### config.mk
export PLATFORM = sky130hd
export DESIGN_NAME = ntt_addr_gen
export DESIGN_NICKNAME = d
export VERILOG_FILES = /design/src/rtl/ntt_pkg.sv /design/src/rtl/ntt_bfly_addr.sv /design/src/rtl/ntt_addr_gen.sv
export SDC_FILE = /design/constraint.sdc
export NUM_CORES = 1
export LEC_CHECK = 0
export ABC_CLOCK_PERIOD_IN_PS = 3620
export BUFFER_PORTS_ARGS = -buffer_cell sky130_fd_sc_hd__buf_2
export CAP_MARGIN = 25
export CORE_UTILIZATION = 55
export CTS_BUF_LIST = sky130_fd_sc_hd__clkbuf_2
export DETAILED_ROUTE_END_ITERATION = 10
export HOLD_SLACK_MARGIN = 0.1
export PLACE_DENSITY = 0.83
export SYNTH_ARGS = -nofsm -noshare
export SYNTH_HDL_FRONTEND = slang
export SYNTH_SLANG_ARGS = --single-unit
### constraint.sdc
create_clock -name clk -period 3.62 [get_ports clk]
set_input_delay 0.181 -clock clk [delete_from_list [all_inputs] [get_ports clk]]
set_output_delay 0.181 -clock clk [all_outputs]
set_load 0.01 [all_outputs]
### src/rtl/ntt_pkg.sv
// Shared types and defaults for the NTT address sequencer.
package ntt_pkg;

  localparam int LOG_N_DEF      = 9;
  localparam int PIPE_DEPTH_DEF = 8;
  localparam int ADDR_W         = LOG_N_DEF;

  typedef enum logic [1:0] {
    IDLE,
    RUN,
    DRAIN,
    DONE
  } state_e;

  // Read-address pair as carried down the butterfly pipe, hi word first.
  typedef struct packed {
    logic [ADDR_W-1:0] hi;
    logic [ADDR_W-1:0] lo;
  } addr_pair_t;

endpackage

### src/rtl/ntt_bfly_addr.sv
// Combinational butterfly map: (b, s) -> (addr_lo, addr_hi, tw_idx).
// addr_lo is b with a zero inserted at bit s, addr_hi sets that bit,
// tw_idx is the low s bits of b left-aligned in the twiddle index.
module ntt_bfly_addr #(
  parameter int LOG_N = 9,
  localparam int SW   = $clog2(LOG_N)
) (
  input  logic [LOG_N-2:0] b,
  input  logic [SW-1:0]    s,
  output logic [LOG_N-1:0] addr_lo,
  output logic [LOG_N-1:0] addr_hi,
  output logic [LOG_N-2:0] tw_idx
);

  localparam logic [LOG_N-1:0] ONE   = LOG_N'(1);
  localparam logic [SW-1:0]    TOP_S = SW'(LOG_N - 1);

  logic [LOG_N-1:0] bext;
  logic [LOG_N-1:0] mask;

  assign bext = {1'b0, b};

  // Split b at bit s: low part stays, high part moves up one position.
  always_comb begin
    mask    = (ONE << s) - ONE;
    addr_lo = (bext & mask) | ((bext & ~mask) << 1);
    addr_hi = addr_lo | (ONE << s);
    tw_idx  = (b & mask[LOG_N-2:0]) << (TOP_S - s);
  end

endmodule

### src/rtl/ntt_addr_gen.sv
// Butterfly address sequencer for the in-place radix-2 NTT.
// Walks every stage, issuing one butterfly per enabled cycle, then idles
// PIPE_DEPTH enabled cycles so the stage is fully written back before the
// next stage reads it.
// Optional build macro NTT_ADDR_GEN_INV_EN adds the inv input, which runs
// the stages in descending order for the inverse transform.
import ntt_pkg::*;

module ntt_addr_gen #(
  parameter int LOG_N      = LOG_N_DEF,
  parameter int PIPE_DEPTH = PIPE_DEPTH_DEF
) (
  input  logic                     clk,
  input  logic                     rst,
  input  logic                     clken,
  input  logic                     start,
`ifdef NTT_ADDR_GEN_INV_EN
  input  logic                     inv,
`endif
  output logic [2*LOG_N-1:0]       addr_pair,
  output logic [LOG_N-2:0]         tw_idx,
  output logic                     valid,
  output logic [$clog2(LOG_N)-1:0] stage,
  output logic                     busy,
  output logic                     done
);

  localparam int SW = $clog2(LOG_N);
  localparam int DW = $clog2(PIPE_DEPTH + 1);
  localparam int BW = LOG_N - 1;

  localparam logic [BW-1:0] B_LAST = '1;
  localparam logic [DW-1:0] D_LAST = DW'(PIPE_DEPTH - 1);
  localparam logic [SW-1:0] S_TOP  = SW'(LOG_N - 1);

  state_e          state;
  logic [BW-1:0]   b;
  logic [DW-1:0]   dcnt;
  logic            inv_r;
  logic            inv_in;

  logic [SW-1:0]   s_first;
  logic [SW-1:0]   s_last;
  logic [SW-1:0]   s_step;
  logic [BW-1:0]   bf_b;
  logic [SW-1:0]   bf_s;
  logic [LOG_N-1:0] bf_lo;
  logic [LOG_N-1:0] bf_hi;
  logic [BW-1:0]   bf_tw;

`ifdef NTT_ADDR_GEN_INV_EN
  assign inv_in = inv;
`else
  assign inv_in = 1'b0;
`endif

  assign s_first = inv_in ? S_TOP : '0;
  assign s_last  = inv_r  ? '0    : S_TOP;
  assign s_step  = inv_r  ? stage - 1'b1 : stage + 1'b1;

  // Outputs are registered, so the map is fed the butterfly that will be
  // on the outputs next cycle: b+1 while running, b=0 of the upcoming
  // stage when leaving IDLE or DRAIN.
  assign bf_b = (state == RUN) ? b + 1'b1 : '0;
  assign bf_s = (state == RUN)   ? stage :
                (state == DRAIN) ? s_step : s_first;

  ntt_bfly_addr #(.LOG_N(LOG_N)) u_bfly (
    .b       (bf_b),
    .s       (bf_s),
    .addr_lo (bf_lo),
    .addr_hi (bf_hi),
    .tw_idx  (bf_tw)
  );

  // Sequencer FSM; b and stage name the butterfly currently on the outputs.
  always_ff @(posedge clk or posedge rst) begin
    if (rst) begin
      state     <= IDLE;
      stage     <= '0;
      b         <= '0;
      dcnt      <= '0;
      inv_r     <= 1'b0;
      addr_pair <= '0;
      tw_idx    <= '0;
      valid     <= 1'b0;
      busy      <= 1'b0;
      done      <= 1'b0;
    end else if (clken) begin
      case (state)
        IDLE: begin
          done  <= 1'b0;
          valid <= 1'b0;
          if (start) begin
            state     <= RUN;
            inv_r     <= inv_in;
            stage     <= s_first;
            b         <= '0;
            busy      <= 1'b1;
            valid     <= 1'b1;
            addr_pair <= {bf_hi, bf_lo};
            tw_idx    <= bf_tw;
          end
        end
        RUN: begin
          if (b == B_LAST) begin
            b     <= '0;
            dcnt  <= '0;
            valid <= 1'b0;
            state <= DRAIN;
          end else begin
            b         <= b + 1'b1;
            valid     <= 1'b1;
            addr_pair <= {bf_hi, bf_lo};
            tw_idx    <= bf_tw;
          end
        end
        DRAIN: begin
          if (dcnt == D_LAST) begin
            if (stage == s_last) begin
              state <= DONE;
              busy  <= 1'b0;
              done  <= 1'b1;
            end else begin
              state     <= RUN;
              stage     <= s_step;
              b         <= '0;
              valid     <= 1'b1;
              addr_pair <= {bf_hi, bf_lo};
              tw_idx    <= bf_tw;
            end
          end else begin
            dcnt <= dcnt + 1'b1;
          end
        end
        DONE: begin
          done  <= 1'b0;
          state <= IDLE;
        end
        default: state <= IDLE;
      endcase
    end
  end

endmodule

==> key figures, run 1 <==
Setup path
  – CP max stage delay: 680 ps
  – List of cells traversed by the critical path: inv_1 > ha_2 > nand2b_1 > o21a_1 > ha_1 > ha_1 > or4b_2 > o21ai_0 > nand3_1 > a21oi_2 > nor2_1 > a22oi_2 > o311ai_1
  – R2R depth: 13
  – Worst Path Class, Setup: reg -> reg
  – Sort of element at the start of the critical path: register
  – Most used cell along the critical path: sky130_fd_sc_hd__ha_1
  – CP required: 3930 ps
  – Slowest CP cell: sky130_fd_sc_hd__or4b_2
  – Critical path peak fanout: 8
  – Critical path capture point type: register
  – Critical path data arrival time: 3680 ps

STA
  – Worst-case headroom to the max-slew limit: 0.507
  – Worst slack on hold paths: 155 ps
  – Final count of hold timing violations: 0
  – Skew final: 13.9 ps
  – Final number of max-transition violations: 0
  – Crit share post-route: 0.931
  – Clock period minus final worst setup slack: 3370 ps
  – Post-route worst setup slack: 250 ps
  – Final setup violation count: 0
  – Tightest Pin Transition: 739 ps
  – Setup total negative slack: 0 ps
  – Maximum clock rate: 0.297 GHz

CTS
  – Clock buffer depth: 2
  – Number of clock buffers inserted by TritonCTS: 5
  – Clock sink total: 47
  – CTS Root Cell: sky130_fd_sc_hd__clkbuf_2
  – Number of H-tree levels: 2
  – Clock tree from TritonCTS: done
  – Worst-Skew Late Latency: 410 ps
  – Reg clk slew, reported paths: 220 ps

Floorplan
  – Die boundary width: 76.6 um
  – Starting utilization of the core area: 0.584
  – Number of ports placed on the die boundary: 37
  – Number of core rows: 26
  – Area of the die: 0.00587 mm2
  – Floorplan die height: 76.6 um
  – Core box area: 0.00524 mm2

Yosys
  – Number of different library cells in the post-synthesis netlist: 60
  – Ys async rst share: 1.00
  – Net Count, Synth: 392
  – Dominant synthesized flop cell: sky130_fd_sc_hd__dfrtp_1
  – Post-synthesis cell type with the largest combined area: sky130_fd_sc_hd__dfrtp_1
  – Proportion of synthesized chip area in sequential cells: 0.384
  – Warnings, synthesis: 0
  – Area fraction of the dominant cell type after synthesis: 0.384
  – Area of the mapped netlist: 0.00306 mm2
  – Number of standard cells after synthesis: 372
  – Mean instance size in the synthesized netlist: 8.23 um2
  – Number of register bits inferred by synthesis: 47
  – Number of enable flip-flop cells after synthesis: 0
  – Largest cells by area after synthesis: sky130_fd_sc_hd__dfrtp_1, sky130_fd_sc_hd__nand2_1, sky130_fd_sc_hd__ha_1

Detailed routing
  – Via/cell ratio: 5.93
  – Length of the first detailed-routing pass in iterations: 5
  – Post-Route WL: 7630 um
  – Metal1 wirelength: 3600 um
  – Total met3 wirelength after detailed routing: 462 um
  – Met2 WL: 3360 um
  – DRC marker count from the first detailed-route iteration: 294
  – Via count of the routed design: 2,948
  – DRC viols: 0
  – Uppermost routed layer: met4
  – Average wire per cell in the routed design: 15.4 um
  – Antenna viol nets, final: 0

Placement
  – Standard cell area after detailed placement: 0.00342 mm2
  – Count of input and output buffers: 36
  – Weighted congestion at the end of routability-driven global placement: 0.987
  – Detailed Place HPWL: 5770 um
  – Placed Instances: 484
  – Setup Slack @ Placement: 60.7 ps

Final layout
  – Non-Filler Instances: 497
  – Diode insertion count for antenna repair: 0
  – Most frequent standard cell in the layout excluding fill and tap cells: sky130_fd_sc_hd__nand2_1
  – # nets final: 447
  – Share of layout cells above drive strength 1: 0.222
  – Synthesis-to-finish area growth: 16.4%
  – Final design utilization: 0.680
  – Commonest cells after routing, fill and taps aside: sky130_fd_sc_hd__nand2_1, sky130_fd_sc_hd__dfrtp_1, sky130_fd_sc_hd__buf_2
  – Post-route design area: 0.00356 mm2

Hold path
  – Number of cells traversed by the worst hold path: 4
  – Min-delay worst type: in -> reg

Pwr
  – Leakage power figure: 1.63 nW
  – Power density over cell area: 713 mW/mm2
  – Overall power after layout: 2.54 mW
  – Maximum VDD drop: 0.513 mV

Global routing
  – Wire length of the first global-routing pass: 13,000 um
  – Global-route congestion overflow total: 0
  – Initial antenna violation count: 0
  – Maximum number of pins on one net before global-route repair: 48
  – Vias in the first global route: 2,719
  – Total routing usage reported by global routing: 0.280

Run status
  – Result of the run: finished, final reports clean

Job
  – Number of max-cap violations: 0
==> path summary, 6_finish.rpt <==
check	startpoint	endpoint	slack, ps
worst min-delay path	start	valid	160
worst max-delay path	state[1]	tw_idx[7]	250
worst max register to register	state[1]	tw_idx[7]	250
min in group asynchronous	rst	b[6]	330
max in group asynchronous	rst	addr_pair[10]	2780
worst min register to register	addr_pair[6]	addr_pair[6]	500
==> sequential cells by signal, summed over array words and instances (netlist names) <==
signal / flops
addr_pair: 18
b: 8
tw_idx: 8
dcnt: 4
stage: 4
state: 2
busy: 1
done: 1
valid: 1
==> Yosys cell counts (all sizes together) (3+ instances only) <==
cell type,count
a211oi,3
a21o,3
a21oi,18
a31oi,10
and2,4
buf,4
clkbuf,14
dfrtp,47
ha,16
inv,17
mux2i,3
nand2,62
nand2b,8
nand3,19
nor2,31
nor2b,3
nor3,12
nor4,3
o211ai,6
o21a,4
o21ai,35
o311ai,5
o31ai,6
xnor2,3
==> critical path: cells and delay by family, from the launching register on <==
family          cells  cell delay (ps)
fa+ha+maj           3              730
flops               1              460
compound gates      5              930
simple gates        4             1030
buf+inv             1              100
==> what timing repair did <==
item	CTS	global route
hold buffers	1	0
resized for setup	0	14
setup endpoints to repair	0	14
hold endpoints to repair	47	0
buffers inserted	0	4
==> power breakdown <==
part | switching (mW) | total (mW) | internal (mW)
clock network | 0.159 | 0.200 | 0.0409
logic | 0.969 | 1.58 | 0.614
registers | 0.0939 | 0.756 | 0.662
==> area by class of cell <==
cell class                      count  area [um2]
Tap cell                           70        87.6
Clock inverter                      2        8.76
Sequential cell                    47        1180
Fill cell                         429        1680
Clock buffer                        5        25.0
Multi-Input combinational cell    289        1770
Inverter                           18        67.6
Timing Repair Buffer               66         428
==> cells by family after synthesis <==
kind of cell / synth area share
buffers and inverters: 0.0499
adder cells (fa/ha/maj): 0.0654
multiplexers: 0.0172
AO/OA/AOI/OAI: 0.229
AND/OR/NAND/NOR: 0.242
XOR/XNOR: 0.0114
flip-flops: 0.384
==> layer usage <==
metal,GRT usage,vias to the layer above
li1,-,1443
met1,0.396,1364
met2,0.427,124
met3,0.0443,17
met4,0.119,0
met5,0,-
No activity file was read; power rests on OpenSTA's default activity.
==> inputs of run 2 (changes only) <==
PLACE_DENSITY = 0.79   (was 0.83)
==> key figures, run 2 (synthesis gave the netlist of run 1 again) <==
Floorplan
  – Starting utilization of the core area: 0.584 (unchanged)
  – Area of the die: 0.00587 mm2 (unchanged)
  – Die boundary width: 76.6 um (unchanged)
  – Core box area: 0.00524 mm2 (unchanged)
  – Number of core rows: 26 (unchanged)
  – Floorplan die height: 76.6 um (unchanged)
  – Number of ports placed on the die boundary: 37 (unchanged)

Final layout
  – Most frequent standard cell in the layout excluding fill and tap cells: sky130_fd_sc_hd__nand2_1
  – Synthesis-to-finish area growth: 17.7%
  – # nets final: 443 (-0.89%)
  – Largest registers: addr_pair x18, b x8, tw_idx x8
  – Number of flip-flops under the largest register name: 18 (unchanged)
  – Diode insertion count for antenna repair: 0 (unchanged)
  – Share of layout cells above drive strength 1: 0.222 (-0.000784)
  – Reg with most FFs: addr_pair
  – Commonest cells after routing, fill and taps aside: sky130_fd_sc_hd__nand2_1, sky130_fd_sc_hd__dfrtp_1, sky130_fd_sc_hd__buf_2

CTS
  – Number of H-tree levels: 2 (unchanged)
  – Worst-Skew Late Latency: 420 ps (about the same)
  – Number of clock buffers inserted by TritonCTS: 5 (unchanged)
  – Clock sink total: 47 (unchanged)
  – Clock tree from TritonCTS: done
  – CTS Root Cell: sky130_fd_sc_hd__clkbuf_2
  – Clock buffer depth: 2 (unchanged)
  – Reg clk slew, reported paths: 240 ps (+20 ps)

Hold path
  – Min-delay worst type: in -> reg

Detailed routing
  – DRC viols: 0 (unchanged)
  – Via count of the routed design: 3,076 (+4.3%)
  – Average wire per cell in the routed design: 16.7 um (+9.0%)
  – Antenna viol nets, final: 0 (unchanged)
  – Post-Route WL: 8270 um (+8.4%)
  – DRC marker count from the first detailed-route iteration: 486 (+65%)
  – Via/cell ratio: 6.23 (+5.0%)
  – Length of the first detailed-routing pass in iterations: 7 (+2)

STA
  – Crit share post-route: 0.944 (+0.0126)
  – Final count of hold timing violations: 0 (unchanged)
  – Clock period minus final worst setup slack: 3420 ps (+45.5 ps)
  – Final setup violation count: 0 (unchanged)
  – Post-route worst setup slack: 204 ps (-45.5 ps)
  – Worst-case headroom to the max-slew limit: 0.487 (-0.0204)
  – Final number of max-transition violations: 0 (unchanged)
  – Maximum clock rate: 0.293 GHz (-1.3%)
  – Skew final: 16.6 ps (+2.65 ps)
  – Tightest Pin Transition: 770 ps (+30.6 ps)

Global routing
  – Maximum number of pins on one net before global-route repair: 48 (unchanged)
  – Wire length of the first global-routing pass: 14,000 um (+7.4%)
  – Vias in the first global route: 2,815 (+3.5%)
  – Initial antenna violation count: 0 (unchanged)
  – Total routing usage reported by global routing: 0.300 (+0.0194)
  – Global-route congestion overflow total: 0 (unchanged)

Setup path
  – Critical path capture point type: register
  – CP required: 3940 ps (about the same)
  – Worst Path Class, Setup: reg -> reg
  – Critical path peak fanout: 10 (+2)
  – Flop-to-flop setup slack: 200 ps (-50 ps)
  – Critical path data arrival time: 3740 ps (+60 ps)
  – Sort of element at the start of the critical path: register

Placement
  – Weighted congestion at the end of routability-driven global placement: 0.959 (-2.8%)
  – Setup Slack @ Placement: -25.6 ps (-86.4 ps)
  – Count of input and output buffers: 36 (unchanged)
  – Detailed Place HPWL: 6200 um (+7.5%)

Pwr
  – Overall power after layout: 2.72 mW (+7.2%)
  – Leakage power figure: 1.64 nW (+0.24%)
  – Power density over cell area: 755 mW/mm2 (+6.0%)
  – Maximum VDD drop: 0.454 mV (-12%)

Run status
  – Result of the run: finished, final reports clean

Job
  – Number of max-cap violations: 0 (unchanged)
run 2: final timing paths:
kind                              startpoint       endpoint  cells past startpoint
worst min register to register  addr_pair[6]   addr_pair[6]                      2
worst min-delay path                   start          valid                      4
worst max-delay path                state[1]      tw_idx[7]                     13
min in group asynchronous                rst   addr_pair[8]                      3
worst max register to register      state[1]      tw_idx[7]                     13
max in group asynchronous                rst  addr_pair[14]                      4
run 2: timing repair:
action                                 CTS  global route
pin swaps                                0             1
setup buffers                            0             1
endpoints found under the hold margin   47             0
gates resized for setup                  2            14
setup endpoints to repair                4            12
hold buffers                             1             0
run 2: area by class of cell:
| class | instances | area (um2) |
|---|---|---|
| Timing Repair Buffer | 62 | 390 |
| Sequential cell | 47 | 1180 |
| Multi-Input combinational cell | 289 | 1790 |
| Fill cell | 446 | 1640 |
| Clock inverter | 2 | 60.1 |
| Tap cell | 70 | 87.6 |
| Clock buffer | 6 | 30.0 |
| Inverter | 18 | 67.6 |
run 2: layer usage:
layer | part of all wire | routed length [um] | global-route usage
met1 | 0.46 | 3820 | 0.428
met2 | 0.46 | 3780 | 0.468
met3 | 0.061 | 508 | 0.0467
met4 | 0.020 | 162 | 0.0865
met5 | 0 | 0 | 0
run 2: metrics by stage:
stage               utilization  area, um2  hold slack, ps  setup TNS [ps]  instances
global route              0.688       3600             176           -13.5        494
detailed placement        0.652       3420             459           -25.6        483
global placement          0.652       3420             453               0        483
finish                    0.688       3600             163               0        494
floorplan                     -       3060             444               0        372
CTS                       0.672       3520             146               0        492
run 2: worst max-delay path, stage by stage (launching register included):
cell and delay [ps]:
sky130_fd_sc_hd__dfrtp_1 480, sky130_fd_sc_hd__inv_1 100, sky130_fd_sc_hd__ha_2 250, sky130_fd_sc_hd__nand2b_1 160, sky130_fd_sc_hd__o21a_1 210, sky130_fd_sc_hd__ha_1 240
sky130_fd_sc_hd__ha_1 240, sky130_fd_sc_hd__or4b_2 660, sky130_fd_sc_hd__o21ai_0 90, sky130_fd_sc_hd__nand3_1 140, sky130_fd_sc_hd__a21oi_4 220, sky130_fd_sc_hd__nor2_1 110
sky130_fd_sc_hd__a22oi_2 280, sky130_fd_sc_hd__o311ai_1 130
run 2: where the power goes:
part | internal, mW | total, mW | switching (mW)
sequential | 0.662 | 0.762 | 0.100
combinational | 0.604 | 1.60 | 0.994
clock | 0.189 | 0.360 | 0.171
total | 1.45 | 2.72 | 1.27
==> inputs of run 3 (changes only) <==
BUFFER_PORTS_ARGS = -buffer_cell sky130_fd_sc_hd__buf_4   (was -buffer_cell sky130_fd_sc_hd__buf_2)
==> key figures, run 3 (synthesis gave the netlist of run 1 again) <==
Pwr
  – Power density over cell area: 746 mW/mm2 (-1.3%)
  – Leakage power figure: 1.65 nW (+1.1%)
  – Internal: 1.49 mW (+2.2%)
  – Flop pwr share: 0.276 (-0.004)
  – Share of power burned in combinational logic: 0.593 (+0.006)
  – Switching power total: 1.26 mW (-0.27%)
  – Maximum VDD drop: 0.393 mV (-13%)
  – Overall power after layout: 2.75 mW (+1.1%)
  – Share of total power consumed by net switching: 0.459 (-0.00618)
  – Proportion of power drawn by the clock network: 0.131 (about the same)

Setup path
  – Worst Path Class, Setup: reg -> reg
  – CP required: 3920 ps (-20 ps)
  – Buf+Inv Stages, Crit Path: 1 (unchanged)
  – Most used cell along the critical path: sky130_fd_sc_hd__ha_1
  – Critical path capture point type: register
  – Critical path data arrival time: 3800 ps (+60 ps)
  – CP max stage delay: 660 ps (about the same)
  – Sort of element at the start of the critical path: register
  – Family with the most delay on the worst path: simple AND/OR/NAND/NOR gates
  – Critical path peak fanout: 5 (-5)
  – List of cells traversed by the critical path: inv_1 > ha_1 > nand2b_1 > o21a_1 > ha_1 > ha_1 > or4b_2 > o21ai_0 > nand3_1 > a21oi_2 > nor2_1 > a22oi_2 > o311ai_1
  – Slowest CP cell: sky130_fd_sc_hd__or4b_2

STA
  – Maximum clock rate: 0.286 GHz (-2.2%)
  – Clock period minus final worst setup slack: 3490 ps (+75.5 ps)
  – Unrepaired setup endpoints after global routing: yes
  – Worst slack on hold paths: 160 ps (-3.21 ps)
  – Final number of max-transition violations: 0 (unchanged)
  – Tightest Pin Transition: 853 ps (+83.5 ps)
  – Skew final: 6.44 ps (-10.1 ps)
  – Post-route worst setup slack: 129 ps (-75.5 ps)
  – Worst-case headroom to the max-slew limit: 0.431 (-0.0557)
  – Final count of hold timing violations: 0 (unchanged)
  – Final setup violation count: 0 (unchanged)
  – Crit share post-route: 0.964 (+0.0209)
  – Setup total negative slack: 0 ps (unchanged)

Job
  – Number of max-cap violations: 0 (unchanged)

Floorplan
  – Floorplan die height: 76.6 um (unchanged)
  – Number of core rows: 26 (unchanged)
  – Number of ports placed on the die boundary: 37 (unchanged)
  – Starting utilization of the core area: 0.584 (unchanged)
  – Area of the die: 0.00587 mm2 (unchanged)
  – Core box area: 0.00524 mm2 (unchanged)
  – Die boundary width: 76.6 um (unchanged)

Final layout
  – Synthesis-to-finish area growth: 20.5%
  – Share of layout cells above drive strength 1: 0.221 (-0.000522)
  – Non-Filler Instances: 495 (+0.20%)
  – Number of flip-flops under the largest register name: 18 (unchanged)
  – # nets final: 444 (+0.23%)
  – Post-route design area: 0.00369 mm2 (+2.4%)
  – Final design utilization: 0.704 (+0.0165)
  – Reg with most FFs: addr_pair
  – Diode insertion count for antenna repair: 0 (unchanged)
  – Most frequent standard cell in the layout excluding fill and tap cells: sky130_fd_sc_hd__nand2_1
  – Largest registers: addr_pair x18, b x8, tw_idx x8
  – Layout fillers: 423 (-5.2%)
  – Commonest cells after routing, fill and taps aside: sky130_fd_sc_hd__nand2_1, sky130_fd_sc_hd__buf_4, sky130_fd_sc_hd__dfrtp_1

Detailed routing
  – Metal1 wirelength: 3790 um (-0.71%)
  – Via/cell ratio: 6.16 (-1.1%)
  – Total met3 wirelength after detailed routing: 608 um (+20%)
  – Via count of the routed design: 3,047 (-0.94%)
  – DRC marker count from the first detailed-route iteration: 306 (-37%)
  – Uppermost routed layer: met4
  – Average wire per cell in the routed design: 16.8 um (+0.40%)
  – Met2 WL: 3630 um (-3.9%)
  – Antenna viol nets, final: 0 (unchanged)
  – Length of the first detailed-routing pass in iterations: 6 (-1)
  – Post-Route WL: 8320 um (+0.60%)
  – DRC viols: 0 (unchanged)

CTS
  – CTS Root Cell: sky130_fd_sc_hd__clkbuf_2
  – Clock tree from TritonCTS: done
  – Clock buffer depth: 2 (unchanged)
  – Clock sink total: 47 (unchanged)
  – Reg clk slew, reported paths: 230 ps (about the same)
  – Worst-Skew Late Latency: 420 ps (about the same)
  – Number of H-tree levels: 2 (unchanged)
  – Number of clock buffers inserted by TritonCTS: 5 (unchanged)

Run status
  – Result of the run: finished, final reports clean

Hold path
  – Min-delay worst type: in -> reg

Global routing
  – Initial antenna violation count: 0 (unchanged)
  – Total routing usage reported by global routing: 0.299 (-0.000800)
  – Vias in the first global route: 2,872 (+2.0%)
  – Global-route congestion overflow total: 0 (unchanged)
  – Wire length of the first global-routing pass: 13,900 um (-0.64%)
  – Maximum number of pins on one net before global-route repair: 48 (unchanged)

Placement
  – Placed Instances: 483 (unchanged)
  – Setup Slack @ Placement: 30.6 ps (+56.2 ps)
  – Weighted congestion at the end of routability-driven global placement: 0.990 (+3.2%)
  – Detailed Place HPWL: 6170 um (-0.52%)
  – Standard cell area after detailed placement: 0.00351 mm2 (+2.6%)
  – Count of input and output buffers: 36 (unchanged)
run 3: cell types whose count changed in the layout (fill, tap and decap cells not counted), moves of 2 or more:
| cell | change |
|---|---|
| sky130_fd_sc_hd__dfrtp_2 | -2 |
| sky130_fd_sc_hd__nor2_2 | +2 |
| sky130_fd_sc_hd__buf_2 | -36 |
| sky130_fd_sc_hd__dfrtp_1 | +2 |
| sky130_fd_sc_hd__nor2_1 | -2 |
| sky130_fd_sc_hd__buf_4 | +37 |
run 3: path summary, 6_finish.rpt:
| check | startpoint | to | slack [ps] | cells past startpoint |
|---|---|---|---|---|
| worst max register to register | state[1] | tw_idx[7] | 130 | 13 |
| max in group asynchronous | rst | addr_pair[7] | 2850 | 4 |
| min in group asynchronous | rst | b[5] | 280 | 3 |
| worst max-delay path | state[1] | tw_idx[7] | 130 | 13 |
| worst min register to register | dcnt[3] | dcnt[3] | 510 | 1 |
| worst min-delay path | start | valid | 160 | 4 |
run 3: area by class of cell:
class	instances	area [um2]	area share
clock buffers	6	30.0	0.00814
clock inverters	2	60.1	0.0163
inverters	18	67.6	0.0183
multi-input cells	289	1780	0.482
flip-flops and latches	47	1180	0.319
well taps	70	87.6	0.0238
repair buffers	63	488	0.132
run 3: routing by layer:
layer / vias up / global-route usage
met2: 155 / 0.443
met5: - / 0
li1: 1438 / -
met3: 29 / 0.0539
met4: 0 / 0.144
met1: 1425 / 0.420
run 3: repair_timing:
action / 4_1_cts / 5_1_grt
hold buffers: 1 / 0
endpoints found under the setup margin: 1 / 11
hold endpoints to repair: 47 / 0
pin swaps: 0 / 2
gates resized for setup: 2 / 12
buffers inserted: 0 / 2
run 3: tightest hold or removal path, stage by stage:
cell and delay [ps]:
sky130_fd_sc_hd__buf_4 80, sky130_fd_sc_hd__nor2_1 30, sky130_fd_sc_hd__a31oi_1 120, sky130_fd_sc_hd__mux2_2 150
run 3: power by group through the flow:
stage	combinational (mW)	sequential [mW]	clock [mW]
2_1_floorplan	0.970	0.804	0
3_3_place_gp	1.50	0.758	0
3_5_place_dp	1.52	0.769	0
4_1_cts	1.54	0.757	0.367
5_1_grt	1.79	0.779	0.384
6_report	1.63	0.759	0.361
